`src/rtl/serial_mag_comparator_if.sv`:
```
// Digit-stream bus of the serial magnitude comparator: operand digits in,
// handshake/result flags out.
interface serial_mag_comparator_if #(
  parameter int CNT_W = 4
);
  logic             start;
  logic             din_valid;
  logic             din_last;
  logic [1:0]       a_digit;
  logic [1:0]       b_digit;
  logic             ready;
  logic             done;
  logic             gt;
  logic             eq;
  logic             lt;
  logic             err;
  logic [CNT_W-1:0] digit_cnt;

  modport master (
    output start, din_valid, din_last, a_digit, b_digit,
    input  ready, done, gt, eq, lt, err, digit_cnt
  );

  modport slave (
    input  start, din_valid, din_last, a_digit, b_digit,
    output ready, done, gt, eq, lt, err, digit_cnt
  );
endinterface

```
`src/rtl/serial_mag_comparator.sv`:
```
// Serial MSB-first magnitude comparator over 2-bit digits; the first unequal
// digit decides the word, the result is reported with a one-cycle done pulse.
module serial_mag_comparator #(
  parameter int MAX_DIGITS = 8,
  parameter int CNT_W      = 4
) (
  input  logic                    clk,
  input  logic                    rst_n,
  serial_mag_comparator_if.slave  bus
);

  typedef enum logic [1:0] {IDLE, COMPARE, DONE} state_t;

  state_t           state_q, state_d;
  logic [CNT_W-1:0] cnt_q, cnt_d;
  logic             decided_q, decided_d;
  logic             dgt_q, dgt_d;
  logic             gt_q, gt_d;
  logic             eq_q, eq_d;
  logic             lt_q, lt_d;
  logic             err_q, err_d;
  logic             ready_q, ready_d;
  logic             done_q, done_d;

  always_ff @(posedge clk or negedge rst_n) begin
    if (!rst_n) begin
      state_q   <= IDLE;
      cnt_q     <= '0;
      decided_q <= 1'b0;
      dgt_q     <= 1'b0;
      gt_q      <= 1'b0;
      eq_q      <= 1'b0;
      lt_q      <= 1'b0;
      err_q     <= 1'b0;
      ready_q   <= 1'b0;
      done_q    <= 1'b0;
    end else begin
      state_q   <= state_d;
      cnt_q     <= cnt_d;
      decided_q <= decided_d;
      dgt_q     <= dgt_d;
      gt_q      <= gt_d;
      eq_q      <= eq_d;
      lt_q      <= lt_d;
      err_q     <= err_d;
      ready_q   <= ready_d;
      done_q    <= done_d;
    end
  end

  always_comb begin
    state_d   = state_q;
    cnt_d     = cnt_q;
    decided_d = decided_q;
    dgt_d     = dgt_q;
    gt_d      = gt_q;
    eq_d      = eq_q;
    lt_d      = lt_q;
    err_d     = err_q;

    // start wins in every state and drops any digit presented with it
    if (bus.start) begin
      state_d   = COMPARE;
      cnt_d     = '0;
      decided_d = 1'b0;
      dgt_d     = 1'b0;
      gt_d      = 1'b0;
      eq_d      = 1'b0;
      lt_d      = 1'b0;
      err_d     = 1'b0;
    end else begin
      case (state_q)
        IDLE: state_d = IDLE;
        COMPARE: begin
          if (bus.din_valid) begin
            cnt_d = (cnt_q == CNT_W'(MAX_DIGITS)) ? cnt_q : cnt_q + 1'b1;
            if (!decided_q && (bus.a_digit != bus.b_digit)) begin
              decided_d = 1'b1;
              dgt_d     = (bus.a_digit > bus.b_digit);
            end
            if (bus.din_last) begin
              state_d = DONE;
              gt_d    = decided_d && dgt_d;
              lt_d    = decided_d && !dgt_d;
              eq_d    = !decided_d;
            end else if (cnt_q == CNT_W'(MAX_DIGITS - 1)) begin
              state_d = DONE;
              err_d   = 1'b1;
              gt_d    = 1'b0;
              eq_d    = 1'b0;
              lt_d    = 1'b0;
            end
          end
        end
        DONE:    state_d = IDLE;
        default: state_d = IDLE;
      endcase
    end

    ready_d = (state_d == COMPARE);
    done_d  = (state_d == DONE);
  end

  assign bus.ready     = ready_q;
  assign bus.done      = done_q;
  assign bus.gt        = gt_q;
  assign bus.eq        = eq_q;
  assign bus.lt        = lt_q;
  assign bus.err       = err_q;
  assign bus.digit_cnt = cnt_q;

endmodule
```
`src/flat_wrapper.sv`:
```
// flat-port wrapper written by rule: the top's interface ports become plain ports
module serial_mag_comparator_flat 
#(
  parameter int MAX_DIGITS = 8,
  parameter int CNT_W      = 4
)
  (clk, rst_n, bus_start, bus_din_valid, bus_din_last, bus_a_digit, bus_b_digit, bus_ready, bus_done, bus_gt, bus_eq, bus_lt, bus_err, bus_digit_cnt);
  serial_mag_comparator_if #(.CNT_W(CNT_W)) bus_i ();
  input  logic clk;
  input  logic rst_n;
  input wire logic [$bits(bus_i.start)-1:0] bus_start;
  input wire logic [$bits(bus_i.din_valid)-1:0] bus_din_valid;
  input wire logic [$bits(bus_i.din_last)-1:0] bus_din_last;
  input wire logic [$bits(bus_i.a_digit)-1:0] bus_a_digit;
  input wire logic [$bits(bus_i.b_digit)-1:0] bus_b_digit;
  output wire logic [$bits(bus_i.ready)-1:0] bus_ready;
  output wire logic [$bits(bus_i.done)-1:0] bus_done;
  output wire logic [$bits(bus_i.gt)-1:0] bus_gt;
  output wire logic [$bits(bus_i.eq)-1:0] bus_eq;
  output wire logic [$bits(bus_i.lt)-1:0] bus_lt;
  output wire logic [$bits(bus_i.err)-1:0] bus_err;
  output wire logic [$bits(bus_i.digit_cnt)-1:0] bus_digit_cnt;
  assign bus_i.start = bus_start;
  assign bus_i.din_valid = bus_din_valid;
  assign bus_i.din_last = bus_din_last;
  assign bus_i.a_digit = bus_a_digit;
  assign bus_i.b_digit = bus_b_digit;
  assign bus_ready = bus_i.ready;
  assign bus_done = bus_i.done;
  assign bus_gt = bus_i.gt;
  assign bus_eq = bus_i.eq;
  assign bus_lt = bus_i.lt;
  assign bus_err = bus_i.err;
  assign bus_digit_cnt = bus_i.digit_cnt;
  serial_mag_comparator #(.MAX_DIGITS(MAX_DIGITS), .CNT_W(CNT_W)) u_core (.clk(clk), .rst_n(rst_n), .bus(bus_i));
endmodule
```
`config.mk`:
```
export PLATFORM = sky130hd
export DESIGN_NAME = serial_mag_comparator_flat
export DESIGN_NICKNAME = d
export VERILOG_FILES = /design/src/rtl/serial_mag_comparator_if.sv /design/src/rtl/serial_mag_comparator.sv /design/src/flat_wrapper.sv
export SDC_FILE = /design/constraint.sdc
export NUM_CORES = 1
export LEC_CHECK = 0
export BUFFER_PORTS_ARGS = -buffer_cell sky130_fd_sc_hd__buf_2
export CORE_MARGIN = 3
export CORE_UTILIZATION = 44
export DETAILED_ROUTE_END_ITERATION = 12
export HOLD_SLACK_MARGIN = 0.02
export PLACE_DENSITY = 0.71
export RECOVER_POWER = 100
export SETUP_SLACK_MARGIN = 0.02
export SLEW_MARGIN = 20
export SYNTH_ARGS = -nofsm -noshare
export SYNTH_HDL_FRONTEND = slang
export SYNTH_SLANG_ARGS = --single-unit
```
`constraint.sdc`:
```
create_clock -name clk -period 1.3 [get_ports clk]
set_input_delay 0.39 -clock clk [delete_from_list [all_inputs] [get_ports clk]]
set_output_delay 0.39 -clock clk [all_outputs]
set_load 0.05 [all_outputs]
```
==> results of run 1 <==
[Yosys cell counts (2+ instances only)]
cell,count
dfrtp_1,14
nor2_1,9
inv_1,6
nand2_1,5
a21oi_1,4
ha_1,4
nor3_1,4
nand3_1,3
nand3b_1,3
and3b_1,2
o21ai_0,2
xor2_1,2
[registers in the layout, indices dropped and copies added (netlist names)]
signal,count
u_core.bus.lt,1
u_core.bus.eq,1
u_core.bus.done,1
u_core.bus.digit_cnt,4
u_core.bus.ready,1
u_core.state_q,2
u_core.decided_q,1
u_core.dgt_q,1
u_core.bus.gt,1
u_core.bus.err,1
[stage by stage]
| stage | std cells | area (um2) | setup TNS [ps] | hold WS [ps] |
|---|---|---|---|---|
| floorplan | 70 | 751 | -253 | 94.4 |
| global placement | 106 | 882 | -747 | 294 |
| detailed placement | 106 | 882 | -920 | 296 |
| CTS | 114 | 982 | -64.6 | 424 |
| global route | 114 | 1020 | -351 | 450 |
| finish | 114 | 1020 | -81.5 | 436 |
[layout by cell type, fill, tap and decap left out, types with 2 or more instances in the layout]
cell / instances
buf_2: 8
nand3_1: 2
nand3b_1: 3
dfrtp_2: 3
buf_4: 6
nor3_1: 4
and3b_2: 2
a21oi_1: 4
buf_6: 9
inv_2: 2
clkbuf_4: 5
ha_1: 2
ha_4: 2
nor2_1: 9
inv_1: 4
xor2_1: 2
nand2_1: 4
dfrtp_1: 11
[what timing repair did]
action / 4_1_cts / 5_1_grt
gates resized for setup: 12 / 11
pin swaps: 2 / 4
endpoints found under the setup margin: 13 / 17
endpoints found under the hold margin: 14 / 0
hold buffers: 1 / 0
setup buffers: 3 / 0
[power by group through the flow]
stage,Clock (W),Combinational (W),Sequential [W]
final,0.000314,0.000264,0.000489
after floorplan,0,0.000110,0.000545
after global placement,0,0.000234,0.000495
after global routing,0.000343,0.000287,0.000492
after CTS,0.000323,0.000254,0.000488
after detailed placement,0,0.000239,0.000495
[cell families after synthesis]
family / Yosys count / share of synthesized area, %
flops: 14 / 48.9
simple gates: 28 / 21.5
buf+inv: 8 / 5.23
fa+ha+maj: 4 / 6.98
xor+xnor: 3 / 3.67
compound gates: 13 / 13.8
[final cells by class]
class | count | area (um2) | share of cell area [%]
multi-input cells | 48 | 375 | 36.7
well taps | 15 | 18.8 | 1.83
inverters | 6 | 22.5 | 2.20
clock buffers | 4 | 36.3 | 3.55
flip-flops and latches | 14 | 354 | 34.6
repair buffers | 27 | 216 | 21.1
[routing by layer]
| metal | part of all wire [%] | up-vias |
|---|---|---|
| met5 | 0 | - |
| met4 | 0.52 | 0 |
| met2 | 51 | 11 |
| li1 | - | 300 |
| met3 | 4.3 | 2 |
| met1 | 44 | 299 |
[critical path: stages, from the launching register on]
cell and delay [ps]:
dfrtp_2 460, inv_2 80, ha_1 170, nand3b_1 160, nand3_1 150, xor2_1 150
nor2_1 60
[path summary, 6_finish.rpt]
check                                   startpoint                      end  cells after the start
hold reg to reg                     u_core.bus.err           u_core.bus.err                      2
min in group asynchronous                    rst_n            u_core.bus.lt                      2
setup / recovery           u_core.bus.digit_cnt[0]  u_core.bus.digit_cnt[2]                      6
max in group asynchronous                    rst_n  u_core.bus.digit_cnt[2]                      2
hold / removal                           bus_start  u_core.bus.digit_cnt[0]                      2
setup reg to reg           u_core.bus.digit_cnt[0]  u_core.bus.digit_cnt[2]                      6
==> flow_summary.yaml, run 1 <==
synth:
  netlist_area_um2: 717
  yosysWarningCount: 0
  synth_edf_count: 0
  ys_ff_latch: 14
  synth_ff_type: "dfrtp_1"
  syn-num-nets: 83
  synth.largest_area_cell: "dfrtp_1"
  synthTopCellsByArea: "dfrtp_1, ha_1, nor2_1, inv_1, nand3b_1"
  netlist_instances: 70
  yosysTopAreaCellShare_pct: 48.9
  ys_seq_area_share_pct: 48.9
  synth_area_per_cell_um2: 10.2
  yosys.cell_types.count: 24
  async_reset_ff_share_pct: 100
run_status:
  violations: "negative setup slack"
  outcome: "finished with violations"
routing:
  finalWirelength_mm: 1.54
  ant_nets: 0
  wire_per_inst_um: 13.5
  firstDrtPassIters: 2
  num_vias: 612
  first_iter_violations: 6
  vias_per_cell: 5.37
  drc: 0
global_routing:
  grt_use_met3_pct: 4.69
  grt_pass1_vias: 597
  grt_max_degree: 15
  antenna_found_initial: 0
  grt_use_met2_pct: 29.1
  busiest_layer: "met2"
  grtUsageTotal_pct: 16.7
  groute.layer.met1.usage_pct: 18.8
  grt_overflow: 0
  grt_first_pass_wirelength_mm: 2.46
finish:
  insertedDiodeCount: 0
  drive_gt1_share_pct: 47.5
  fillers: 103
  nNetsFinal: 113
  utilization_pct: 72.3
  syn_to_final_growth_pct: 42.8
power_and_ir_drop:
  finalPower_w: 0.00107
  p_sw_share_pct: 30.6
  cellLeakagePower_nw: 0.487
  pwr-share-clk_pct: 29.4
  seqPwrFrac_pct: 45.8
  vdd_drop_max_uv: 539
  comb_power_share_pct: 24.8
  p_switching_w: 0.000327
  p_per_area_mw_per_mm2: 1040
  power.internal_w: 0.000740
timing:
  setup_ws_ps: -48.4
  worstMarginPinSlew_ps: 344
  fin_skew_ps: 6.32
  setup_viol: 4
  hold_viol_final: 0
  rsz0062_at_grt: "true"
  slew_violations: 0
  slew_headroom_pct: 77.1
  min_period_ps: 1350
  finalCritPeriodShare_pct: 104
  max_freq_ghz: 0.742
placement:
  place.port_buffers: 18
  hpwl_mm: 1.07
  pre_cts_ws_ps: -246
  place_congestion: 0.765
floorplan:
  rows: 13
  die_width_um: 46.4
  io_pins: 19
  die_area_mm2: 0.00215
  start_util_pct: 50.7
  core_area_mm2: 0.00142
  die_h_um: 46.4
clock_tree:
  clockBufferDepth: 2
  cts_tree: "yes"
  cts_buffers: 3
  clock_latency_ps: 280
  clockRootBuffer: "clkbuf_4"
  htreeDepth: 1
  cts.sinks: 14
  path_clk_slew_ps: 90
setup_path:
  crit_fanout: 4
  start_kind: "flip-flop"
  crit_path_end_kind: "flip-flop"
  worstPathArrival_ps: 1520
  worstPathRequired_ps: 1470
  rrSetupSlack_ps: -50
  critPathKind: "flip-flop to flip-flop"
run:
  drv_cap: 0
worst_hold_path:
  hp-class: "primary input to flip-flop"
Power figures use the tool's default switching activity.
==> inputs of run 2 (changes only) <==
--- a/config.mk
+++ b/config.mk
@@ -5,12 +5,13 @@
 export SDC_FILE = /design/constraint.sdc
 export NUM_CORES = 1
 export LEC_CHECK = 0
+export ABC_AREA = 1
 export BUFFER_PORTS_ARGS = -buffer_cell sky130_fd_sc_hd__buf_2
 export CORE_MARGIN = 3
-export CORE_UTILIZATION = 44
+export CORE_UTILIZATION = 46
 export DETAILED_ROUTE_END_ITERATION = 12
 export HOLD_SLACK_MARGIN = 0.02
-export PLACE_DENSITY = 0.71
+export PLACE_DENSITY = 0.73
 export RECOVER_POWER = 100
 export SETUP_SLACK_MARGIN = 0.02
 export SLEW_MARGIN = 20
==> run 2 against run 1 <==
The flow still finishes with violations (negative setup slack). Clock skew up 1.5 ps. Final cell count is 28% higher. Utilization fell by 2.3 points. Synthesized area rose by 11%. Wire length grew 20%. Sequential power up 4.7%. Clock power fell by 14%. Die area rose by 5.4%. Synthesized cell count rose by 44%.
==> flow_summary.yaml, run 2 <==
synth:
  syn-num-nets: 114
  async_reset_ff_share_pct: 100
  yosysTopAreaCellShare_pct: 44.0
  ys_ff_latch: 14
  synth_ff_type: "dfrtp_1"
  netlist_instances: 101
  netlist_area_um2: 796
  synthTopCellsByArea: "dfrtp_1, nand2_1, inv_1, ha_1, nor2_1"
  synthTopCellsByCount: "nand2_1, inv_1, dfrtp_1"
  yosysWarningCount: 0
  synth_area_per_cell_um2: 7.88
  ys_seq_area_share_pct: 44.0
  yosys.cell_types.count: 19
  synth_edf_count: 0
  synth.largest_area_cell: "dfrtp_1"
  yosysMostFrequentCell: "nand2_1"
power_and_ir_drop:
  p_per_area_mw_per_mm2: 1110
  comb_power_share_pct: 35.4
  cellLeakagePower_nw: 0.573
  power.internal_w: 0.000753
  pwr-share-clk_pct: 22.2
  p_sw_share_pct: 37.6
  vdd_drop_max_uv: 793
  p_switching_w: 0.000455
  seqPwrFrac_pct: 42.4
  finalPower_w: 0.00121
clock_tree:
  htreeDepth: 1
  path_clk_slew_ps: 90
  clockBufferDepth: 2
  clock_latency_ps: 290
  cts_tree: "yes"
  cts.sinks: 14
  clockRootBuffer: "clkbuf_4"
  cts_buffers: 3
global_routing:
  grt_max_degree: 15
  grt_first_pass_wirelength_mm: 2.97
  grt_overflow: 0
  grtUsageTotal_pct: 19.0
  antenna_found_initial: 0
  grt_pass1_vias: 687
routing:
  num_vias: 738
  wire_per_inst_um: 12.7
  vias_per_cell: 5.05
  drc: 0
  first_iter_violations: 17
  finalWirelength_mm: 1.85
  ant_nets: 0
  firstDrtPassIters: 4
floorplan:
  core_area_mm2: 0.00156
  rows: 14
  io_pins: 19
  start_util_pct: 51.0
  die_h_um: 47.6
  die_area_mm2: 0.00226
  die_width_um: 47.6
timing:
  hold_viol_final: 0
  rsz0062_at_grt: "true"
  setup_ws_ps: -23.4
  slew_headroom_pct: 51.4
  max_freq_ghz: 0.756
  finalCritPeriodShare_pct: 102
  fin_skew_ps: 7.82
  setup_viol: 2
  worstMarginPinSlew_ps: 729
  slew_violations: 0
  min_period_ps: 1320
  tns_ps: -36.6
run:
  drv_cap: 0
setup_path:
  critPathTopFamily: "flip-flops"
  cp_slowest_cell: "dfrtp_2"
  rrSetupSlack_ps: 30
  start_kind: "flip-flop"
  path_cells: "buf_6"
  reg2reg_depth: 7
  crit-reg2reg-capture: "u_core.bus.eq"
  startpoint: "u_core.bus.digit_cnt[0]"
  critPathKind: "flip-flop to output port"
  critPathMaxStageDelay_ps: 470
  crit_fanout: 5
  endpoint: "bus_digit_cnt[0]"
  worstPathRequired_ps: 910
  crit_cells: 1
  crit_path_end_kind: "output port"
  rr_startpoint: "u_core.state_q[1]"
  worstPathArrival_ps: 930
  path_buf_inv: 1
finish:
  fillers: 120
  nNetsFinal: 144
  drive_gt1_share_pct: 39.2
  syn_to_final_growth_pct: 37.1
  utilization_pct: 70.0
  insertedDiodeCount: 0
  mostFrequentLayoutCell: "nand2_1"
  largest_reg_flops: 4
  layout_common_cells: "nand2_1, inv_1, buf_4, dfrtp_1, buf_2"
worst_hold_path:
  holdPathStages: 3
  hp-class: "primary input to flip-flop"
placement:
  pre_cts_ws_ps: -133
  place_congestion: 0.768
  hpwl_mm: 1.28
  place.port_buffers: 18
run_status:
  outcome: "finished with violations"
  violations: "negative setup slack"
-- run 2: kinds of logic (layout without fill, tap and decap cells) --
family | count (synthesis) | after routing | share of synthesized area (%)
compound gates | 12 | 12 | 8.02
fa+ha+maj | 4 | 4 | 6.29
flops | 14 | 14 | 44.0
simple gates | 52 | 52 | 31.8
buf+inv | 19 | 48 | 9.90
-- run 2: layout make-up --
class                           count  area, um2  share of cell area [%]
Multi-Input combinational cell     68        425                    39.0
Sequential cell                    14        355                    32.6
Timing Repair Buffer               26        196                    18.0
Inverter                           18       67.6                    6.19
Clock buffer                        4       26.3                    2.41
Tap cell                           16       20.0                    1.83
-- run 2: power by group through the flow --
stage          clock network (W)  registers, W  logic [W]
6_report                0.000269      0.000512   0.000427
5_1_grt                 0.000289      0.000519   0.000462
4_1_cts                 0.000267      0.000509   0.000388
3_5_place_dp                   0      0.000518   0.000342
3_3_place_gp                   0      0.000517   0.000326
2_1_floorplan                  0      0.000607   0.000156
-- run 2: metrics by stage --
| step | instances | hold WS, ps | area (um2) |
|---|---|---|---|
| floorplan | 101 | 94.4 | 818 |
| global placement | 137 | 300 | 940 |
| detailed placement | 137 | 299 | 940 |
| CTS | 144 | 397 | 1030 |
| global route | 146 | 401 | 1090 |
| finish | 146 | 406 | 1090 |
-- run 2: repair_timing --
item	CTS	global route
hold buffers	1	0
buffers inserted	2	2
endpoints found under the setup margin	8	14
pin swaps	0	6
hold endpoints to repair	14	0
gates resized for setup	12	21
-- run 2: worst min-delay path by stage --
stage	from	endpoint	slack [ps]
after floorplan	rst_n	u_core.bus.digit_cnt[0]	90
after global placement	rst_n	u_core.bus.ready	300
after detailed placement	rst_n	u_core.bus.ready	300
after CTS	bus_start	u_core.bus.ready	400
after global routing	bus_start	u_core.bus.ready	400
final	bus_start	u_core.bus.ready	410
-- run 2: metal layers --
layer / track usage [%] / vias to the layer above / wire [um]
met5: 0 / - / 0
met4: 9.14 / 0 / 27
met3: 3.76 / 2 / 70
met2: 31.6 / 18 / 922
met1: 23.5 / 346 / 826
li1: - / 372 / -
